File: src/rtl/noc_pkg.sv
// Shared types, header field positions and helpers for the NoC packetizer.
package noc_pkg;

  localparam int XY_SZ     = 4;
  localparam int OFFSET_SZ = 12;
  localparam int DEF_DEPTH = 64;
  localparam int DATA_W    = 32;
  localparam int KEEP_W    = 4;

  typedef logic [XY_SZ*2-1:0]   tile_id_t;
  typedef logic [OFFSET_SZ-1:0] pkt_len_t;

  // Header flit layout, packed from the MSB down: dst, src, reserved, length.
  localparam int HDR_DST_MSB  = DATA_W - 1;
  localparam int HDR_DST_LSB  = DATA_W - 2*XY_SZ;
  localparam int HDR_SRC_MSB  = HDR_DST_LSB - 1;
  localparam int HDR_SRC_LSB  = HDR_DST_LSB - 2*XY_SZ;
  localparam int HDR_RSVD_MSB = HDR_SRC_LSB - 1;
  localparam int HDR_RSVD_LSB = OFFSET_SZ;
  localparam int HDR_LEN_MSB  = OFFSET_SZ - 1;
  localparam int HDR_LEN_LSB  = 0;

  typedef enum logic [1:0] {
    FILL  = 2'd0,
    DROP  = 2'd1,
    HDR   = 2'd2,
    DRAIN = 2'd3
  } pkt_state_e;

  function automatic logic [DATA_W-1:0] make_hdr(tile_id_t dst, tile_id_t src, pkt_len_t len);
    logic [DATA_W-1:0] h;
    h = '0;
    h[HDR_DST_MSB:HDR_DST_LSB] = dst;
    h[HDR_SRC_MSB:HDR_SRC_LSB] = src;
    h[HDR_LEN_MSB:HDR_LEN_LSB] = len;
    return h;
  endfunction

endpackage

File: src/rtl/noc_packetizer_if.sv
// AXI-stream style bundle used for both the payload input and the NoC output.
interface noc_packetizer_if;
  logic        tvalid;
  logic        tready;
  logic [31:0] tdata;
  logic [3:0]  tkeep;
  logic        tlast;

  modport master (output tvalid, tdata, tkeep, tlast, input tready);
  modport slave  (input tvalid, tdata, tkeep, tlast, output tready);
endinterface

File: src/rtl/noc_pkt_buf.sv
// Packet payload store: one write port, one registered read port.
module noc_pkt_buf #(
  parameter int DEPTH = 64,
  parameter int AW    = 6,
  parameter int WIDTH = 36
) (
  input  logic             clk,
  input  logic             wr_en,
  input  logic [AW-1:0]    wr_addr,
  input  logic [WIDTH-1:0] wr_data,
  input  logic [AW-1:0]    rd_addr,
  output logic [WIDTH-1:0] rd_data
);

  logic [WIDTH-1:0] mem [DEPTH];

  // Write the accepted word and register the addressed read word every cycle.
  // NOTE: the array has no reset; every location is written before it is read, so a reset would only cost area.
  always_ff @(posedge clk) begin
    if (wr_en) mem[wr_addr] <= wr_data;
    rd_data <= mem[rd_addr];
  end

endmodule

File: src/rtl/noc_packetizer.sv
// Store-and-forward packetizer: buffers one payload packet, then emits header + payload.
module noc_packetizer
  import noc_pkg::*;
#(
  parameter int DEPTH = DEF_DEPTH
) (
  input  logic             clk_line,
  input  logic             clk_line_rst_high,
  input  tile_id_t         HsrcId,
  input  tile_id_t         dst_id,
  noc_packetizer_if.slave  stream_in,
  noc_packetizer_if.master stream_out,
  output logic             pkt_overflow
);

  localparam int AW = $clog2(DEPTH);

  localparam logic [1:0] ST_FILL  = FILL;
  localparam logic [1:0] ST_DROP  = DROP;
  localparam logic [1:0] ST_HDR   = HDR;
  localparam logic [1:0] ST_DRAIN = DRAIN;

  logic [1:0]        state;
  logic [AW-1:0]     wr_ptr;
  logic [AW-1:0]     rd_ptr;
  logic [AW-1:0]     rd_addr;
  pkt_len_t          len_q;
  pkt_len_t          fill_len;
  tile_id_t          dst_q;
  tile_id_t          dst_sel;
  logic [DATA_W-1:0] hdr_q;
  logic [35:0]       rd_data;
  logic              in_hs;
  logic              out_hs;
  logic              wr_en;
  logic              last_word;

  assign in_hs     = stream_in.tvalid && stream_in.tready;
  assign out_hs    = stream_out.tvalid && stream_out.tready;
  assign wr_en     = (state == ST_FILL) && in_hs;
  assign fill_len  = pkt_len_t'(wr_ptr) + pkt_len_t'(1);
  assign dst_sel   = (wr_ptr == '0) ? dst_id : dst_q;
  assign last_word = (state == ST_DRAIN) && (pkt_len_t'(rd_ptr) == len_q - pkt_len_t'(1));
  // Read one word ahead on a drain handshake so the next word is ready back-to-back.
  assign rd_addr   = (state == ST_DRAIN && out_hs) ? rd_ptr + AW'(1) : rd_ptr;

  noc_pkt_buf #(.DEPTH(DEPTH), .AW(AW), .WIDTH(36)) u_buf (
    .clk     (clk_line),
    .wr_en   (wr_en),
    .wr_addr (wr_ptr),
    .wr_data ({stream_in.tkeep, stream_in.tdata}),
    .rd_addr (rd_addr),
    .rd_data (rd_data)
  );

  // Packet FSM, pointers, latched header and overflow pulse.
  // NOTE: sequential state uses non-blocking assignments so every register samples pre-edge values.
  always_ff @(posedge clk_line) begin
    if (clk_line_rst_high) begin
      state        <= ST_FILL;
      wr_ptr       <= '0;
      rd_ptr       <= '0;
      len_q        <= '0;
      dst_q        <= '0;
      hdr_q        <= '0;
      pkt_overflow <= 1'b0;
    end else begin
      pkt_overflow <= 1'b0;
      case (state)
        ST_FILL: begin
          if (in_hs) begin
            if (wr_ptr == '0) dst_q <= dst_id;
            if (stream_in.tlast) begin
              len_q <= fill_len;
              hdr_q <= make_hdr(dst_sel, HsrcId, fill_len);
              state <= ST_HDR;
            end else if (wr_ptr == AW'(DEPTH - 1)) begin
              pkt_overflow <= 1'b1;
              state        <= ST_DROP;
            end
            wr_ptr <= wr_ptr + AW'(1);
          end
        end
        ST_DROP: begin
          if (in_hs && stream_in.tlast) begin
            len_q <= pkt_len_t'(DEPTH);
            hdr_q <= make_hdr(dst_q, HsrcId, pkt_len_t'(DEPTH));
            state <= ST_HDR;
          end
        end
        ST_HDR: begin
          if (out_hs) begin
            rd_ptr <= '0;
            state  <= ST_DRAIN;
          end
        end
        ST_DRAIN: begin
          if (out_hs) begin
            if (last_word) begin
              wr_ptr <= '0;
              rd_ptr <= '0;
              state  <= ST_FILL;
            end else begin
              rd_ptr <= rd_ptr + AW'(1);
            end
          end
        end
        default: state <= ST_FILL;
      endcase
    end
  end

  // Decode stream outputs purely from registered state so nothing depends on TREADY.
  // NOTE: every output gets a default first, so no path through the case can infer a latch.
  always_comb begin
    stream_in.tready  = 1'b0;
    stream_out.tvalid = 1'b0;
    stream_out.tdata  = '0;
    stream_out.tkeep  = '0;
    stream_out.tlast  = 1'b0;
    case (state)
      ST_FILL, ST_DROP: stream_in.tready = 1'b1;
      ST_HDR: begin
        stream_out.tvalid = 1'b1;
        stream_out.tdata  = hdr_q;
        stream_out.tkeep  = 4'hF;
      end
      ST_DRAIN: begin
        stream_out.tvalid = 1'b1;
        stream_out.tdata  = rd_data[31:0];
        stream_out.tkeep  = rd_data[35:32];
        stream_out.tlast  = last_word;
      end
      default: ;
    endcase
  end

endmodule
File: src/flat_wrapper.sv
// flat-port wrapper written by rule: the top's interface ports become plain ports
module noc_packetizer_flat import noc_pkg::*;
#(
  parameter int DEPTH = DEF_DEPTH
)
  (clk_line, clk_line_rst_high, HsrcId, dst_id, pkt_overflow, stream_in_tvalid, stream_in_tdata, stream_in_tkeep, stream_in_tlast, stream_in_tready, stream_out_tvalid, stream_out_tdata, stream_out_tkeep, stream_out_tlast, stream_out_tready);
  noc_packetizer_if stream_in_i ();
  noc_packetizer_if stream_out_i ();
  input  logic clk_line;
  input  logic clk_line_rst_high;
  input  tile_id_t HsrcId;
  input  tile_id_t dst_id;
  output logic pkt_overflow;
  input wire logic [$bits(stream_in_i.tvalid)-1:0] stream_in_tvalid;
  input wire logic [$bits(stream_in_i.tdata)-1:0] stream_in_tdata;
  input wire logic [$bits(stream_in_i.tkeep)-1:0] stream_in_tkeep;
  input wire logic [$bits(stream_in_i.tlast)-1:0] stream_in_tlast;
  output wire logic [$bits(stream_in_i.tready)-1:0] stream_in_tready;
  output wire logic [$bits(stream_out_i.tvalid)-1:0] stream_out_tvalid;
  output wire logic [$bits(stream_out_i.tdata)-1:0] stream_out_tdata;
  output wire logic [$bits(stream_out_i.tkeep)-1:0] stream_out_tkeep;
  output wire logic [$bits(stream_out_i.tlast)-1:0] stream_out_tlast;
  input wire logic [$bits(stream_out_i.tready)-1:0] stream_out_tready;
  assign stream_in_i.tvalid = stream_in_tvalid;
  assign stream_in_i.tdata = stream_in_tdata;
  assign stream_in_i.tkeep = stream_in_tkeep;
  assign stream_in_i.tlast = stream_in_tlast;
  assign stream_in_tready = stream_in_i.tready;
  assign stream_out_tvalid = stream_out_i.tvalid;
  assign stream_out_tdata = stream_out_i.tdata;
  assign stream_out_tkeep = stream_out_i.tkeep;
  assign stream_out_tlast = stream_out_i.tlast;
  assign stream_out_i.tready = stream_out_tready;
  noc_packetizer #(.DEPTH(DEPTH)) u_core (.clk_line(clk_line), .clk_line_rst_high(clk_line_rst_high), .HsrcId(HsrcId), .dst_id(dst_id), .stream_in(stream_in_i), .stream_out(stream_out_i), .pkt_overflow(pkt_overflow));
endmodule
File: config.mk
export PLATFORM = sky130hd
export DESIGN_NAME = noc_packetizer_flat
export DESIGN_NICKNAME = d
export VERILOG_FILES = /design/src/rtl/noc_pkg.sv /design/src/rtl/noc_packetizer_if.sv /design/src/rtl/noc_pkt_buf.sv /design/src/rtl/noc_packetizer.sv /design/src/flat_wrapper.sv
export SDC_FILE = /design/constraint.sdc
export NUM_CORES = 2
export LEC_CHECK = 0
export CAP_MARGIN = 20
export CORE_MARGIN = 2
export CORE_UTILIZATION = 35
export DETAILED_ROUTE_END_ITERATION = 7
export GPL_TIMING_DRIVEN = 0
export SYNTH_ARGS = -nofsm -noshare
export SYNTH_HDL_FRONTEND = slang
export SYNTH_SLANG_ARGS = --single-unit
File: constraint.sdc
create_clock -name clk_line -period 4.55 [get_ports clk_line]
set_input_delay 1.365 -clock clk_line [delete_from_list [all_inputs] [get_ports clk_line]]
set_output_delay 1.365 -clock clk_line [all_outputs]
set_load 0.01 [all_outputs]
==> run summary <==
Synthesized area - 101400 um2
Die width - 542.3 um
Die Ht - 542.3 um
CTS tree - done
Largest cells by area after synthesis - edfxtp_1 (68%), mux4_2 (7.7%), mux2i_1 (6.3%), dfxtp_1 (1.6%), o22ai_1 (1.6%)
Bufs on Longest Clock Path - 4
Worst Setup Start Kind - input port
Fraction of layout cells with a size suffix above 1 - 0.2460
Final setup violation count - 36
Synth unique cells - 95
Comb power frac - 0.112
Fin area - 123800 um2
Fin. max-slew vios - 0
Clk_lat worst skew - 0.94 ns
P_sw - 14.24 mW
Synth top area share - 0.6823
TritonCTS Buffers - 273
R2r setup slk - -0.39 ns
RePlAce Congestion - 1.047
Fin crit period - 4.958 ns
Starting DRC count in detailed routing - 17770
Worst slew pin tran - 1.408 ns
LEAKAGE - 38.66 nW
Commonest cells in the netlist - edfxtp_1 (2304), mux2i_1 (639), mux4_2 (347)
First-pass GRT wire length - 761900 um
Synth Warn # - 0
Num rows - 197
Core area - 288100 um2
Maxcap violations - 0
Footprint of the multi-input gates - 29430 um2
Layout Area Growth over Synthesis - 22.04%
Area leader, netlist - edfxtp_1
DR vias/cell - 7.082
Port Buffers - 95
Setup Skew - 0.04660 ns
# nets final - 6883
Worst hold path depth - 2
H-tree levels - 5
Most common cell in the synthesized netlist - edfxtp_1
Relative slew slack - 0.05129
Pint - 38.59 mW
Hold Startpoint - u_core.hdr_q[20]$_SDFFE_PP0P_
FMAX - 0.2017 GHz
WHS Endpoint - u_core.hdr_q[20]$_SDFFE_PP0P_
Post-synth EDFFs - 2304
Number of fill cells - 25400
CP max FO - 10
Register area - 70840 um2
Starting Density - 0.3519
Pin count of the biggest net entering global routing - 65
Pwr Density - 426.9 nW/um2
Yosys reg bits - 2386
Post-Syn Nets - 6195
Worst endpoint required time - 5.31 ns
Post-route ant nets - 0
Total Wirelength - 614900 um
Clock share of power - 0.422
Area post-placement - 113500 um2
Async set or reset register ratio after synthesis - 0
Global Route Usage Sum - 0.4087
Root buf cell - clkbuf_16
Sequential fraction of design power - 0.465
Ys flop type - edfxtp_1
CP endpoint kind - flop
Post-Syn Area per Cell - 16.54 um2
Post-DP HPWL - 444200 um
Clk pin slew, worst setup/hold paths - 0.06 ns
Drt pass-1 iters - 7
Fin crit share - 1.090
Vias post-DR - 77070
CP arrival - 5.72 ns
Non-filler cells, final - 10880
Min-Delay Path Class - reg -> reg
Setup CP Type - in -> reg
WL/cell - 56.50 um
Post-synthesis sequential area ratio - 0.6984
Die area - 294100 um2
Placed Instances - 10310
Switching share of power - 0.2696
GRT overflow - 0
Clock sinks - 2386
Initial antenna violation count - 103
Vias in the first global route - 68510
Violated checks - negative setup slack
Final worst setup slack - -0.4082 ns
Worst R2R End - u_core.u_buf.rd_data[27]$_DFF_P_
R2R depth - 10
Post-Synthesis Cells - 6130
Hold Violations, Final - 0
Max VDD drop - 0.2723 mV
Status - finished, violations left
# IOs - 97
FF-to-FF Start - u_core.rd_ptr[0]$_SDFFE_PP0P_
Remaining DRCs - 0
cells in the final DEF, fill, tap and decap left out, types with 52 or more instances in the layout:
master	netlist	final
a211oi_1	154	145
a21oi_1	183	163
a22oi_1	54	52
a31oi_1	64	59
and3_1	63	63
buf_12	0	173
buf_16	0	60
buf_2	229	164
buf_4	71	203
clkbuf_1	109	103
clkbuf_16	0	278
dfxtp_1	82	74
diode_2	0	80
edfxtp_1	2304	2304
mux2i_1	639	634
mux4_2	347	347
nand2_1	332	327
nand3_1	99	95
nor2_1	190	118
nor2_4	1	67
nor2b_1	66	66
nor3_1	137	123
o21ai_0	124	114
o22ai_1	260	255
metrics by stage:
stage	power [mW]	setup TNS (ns)	util	hold WS, ns	worst slack [ns]
after global routing	53.35	-0.01037	0.4290	0.4846	-0.01037
after global placement	30.25	-	0.3717	0.4459	-6.010
after CTS	52.33	-0.01628	0.4280	0.4605	-0.01628
after detailed placement	30.49	-554.08	0.3938	0.4518	-2.844
final	52.83	-8.526	0.4295	0.4584	-0.4082
after floorplan	27.15	0	-	0.4366	0.3572
layer usage:
layer,track usage,vias up,wire (um)
li1,-,26690,-
met1,0.5027,40250,213500
met2,0.5711,8114,250800
met3,0.1640,1990,92530
met4,0.3147,30,57680
met5,0,-,354
critical path, stage by stage:
cell and delay, ns:
clkdlybuf4s15_2 0.35, and3_1 0.27, buf_2 0.20, xnor2_4 0.51, buf_2 0.58, buf_4 0.55
a311oi_1 0.20, a211oi_2 0.71, a211oi_1 0.20, a211oi_4 0.72
power by group through the flow:
stage | clock network [mW] | logic [mW] | registers [mW]
final | 22.3 | 5.93 | 24.6
after global routing | 23.0 | 5.79 | 24.6
after CTS | 22.2 | 5.58 | 24.6
after detailed placement | 0 | 5.45 | 25.0
after global placement | 0 | 5.07 | 25.2
after floorplan | 0 | 2.17 | 25.0
worst max-delay path by stage:
stage,start,to,slack (ns)
2_1_floorplan,stream_in_tvalid,u_core.u_buf.mem[56][0]$_DFFE_PP_,0.36
3_3_place_gp,stream_in_tvalid,u_core.u_buf.mem[24][30]$_DFFE_PP_,-6.01
3_5_place_dp,stream_out_tready,u_core.u_buf.rd_data[1]$_DFF_P_,-2.84
4_1_cts,stream_out_tready,u_core.u_buf.rd_data[20]$_DFF_P_,-0.02
5_1_grt,stream_out_tready,u_core.u_buf.rd_data[2]$_DFF_P_,-0.01
6_report,stream_out_tready,u_core.u_buf.rd_data[27]$_DFF_P_,-0.41
flip-flops by register name (all words and copies together) (netlist names):
register              count
u_core.state              2
u_core.rd_ptr             6
u_core.len_q              6
u_core.u_buf.rd_data     36
u_core.u_buf.mem       2304
u_core.dst_q              8
u_core.wr_ptr             6
u_core.pkt_overflow       1
u_core.hdr_q             17
timing repair:
action	CTS	global route
buffers inserted	12	2
pin swaps	10	7
gates resized for setup	317	60
setup endpoints to repair	74	47
hold endpoints to repair	0	0
hold buffers	0	0
layout make-up:
class	count	area share
diodes	80	0.001618
well taps	3781	0.03823
clock inverters	157	0.01299
plain buffers	453	0.02354
clock buffers	321	0.05751
flip-flops and latches	2386	0.5724
inverters	17	0.0005460
repair buffers	417	0.05531
multi-input cells	3270	0.2378
kinds of logic after synthesis:
logic type	Yosys count	share of synthesized area
xor+xnor	12	0.001407
simple gates	997	0.04655
compound gates	1234	0.08444
mux	1019	0.1438
buf+inv	474	0.02437
fa+ha+maj	8	0.0009871
flops	2386	0.6984
Note: power is estimated with default switching activity, not from simulation.
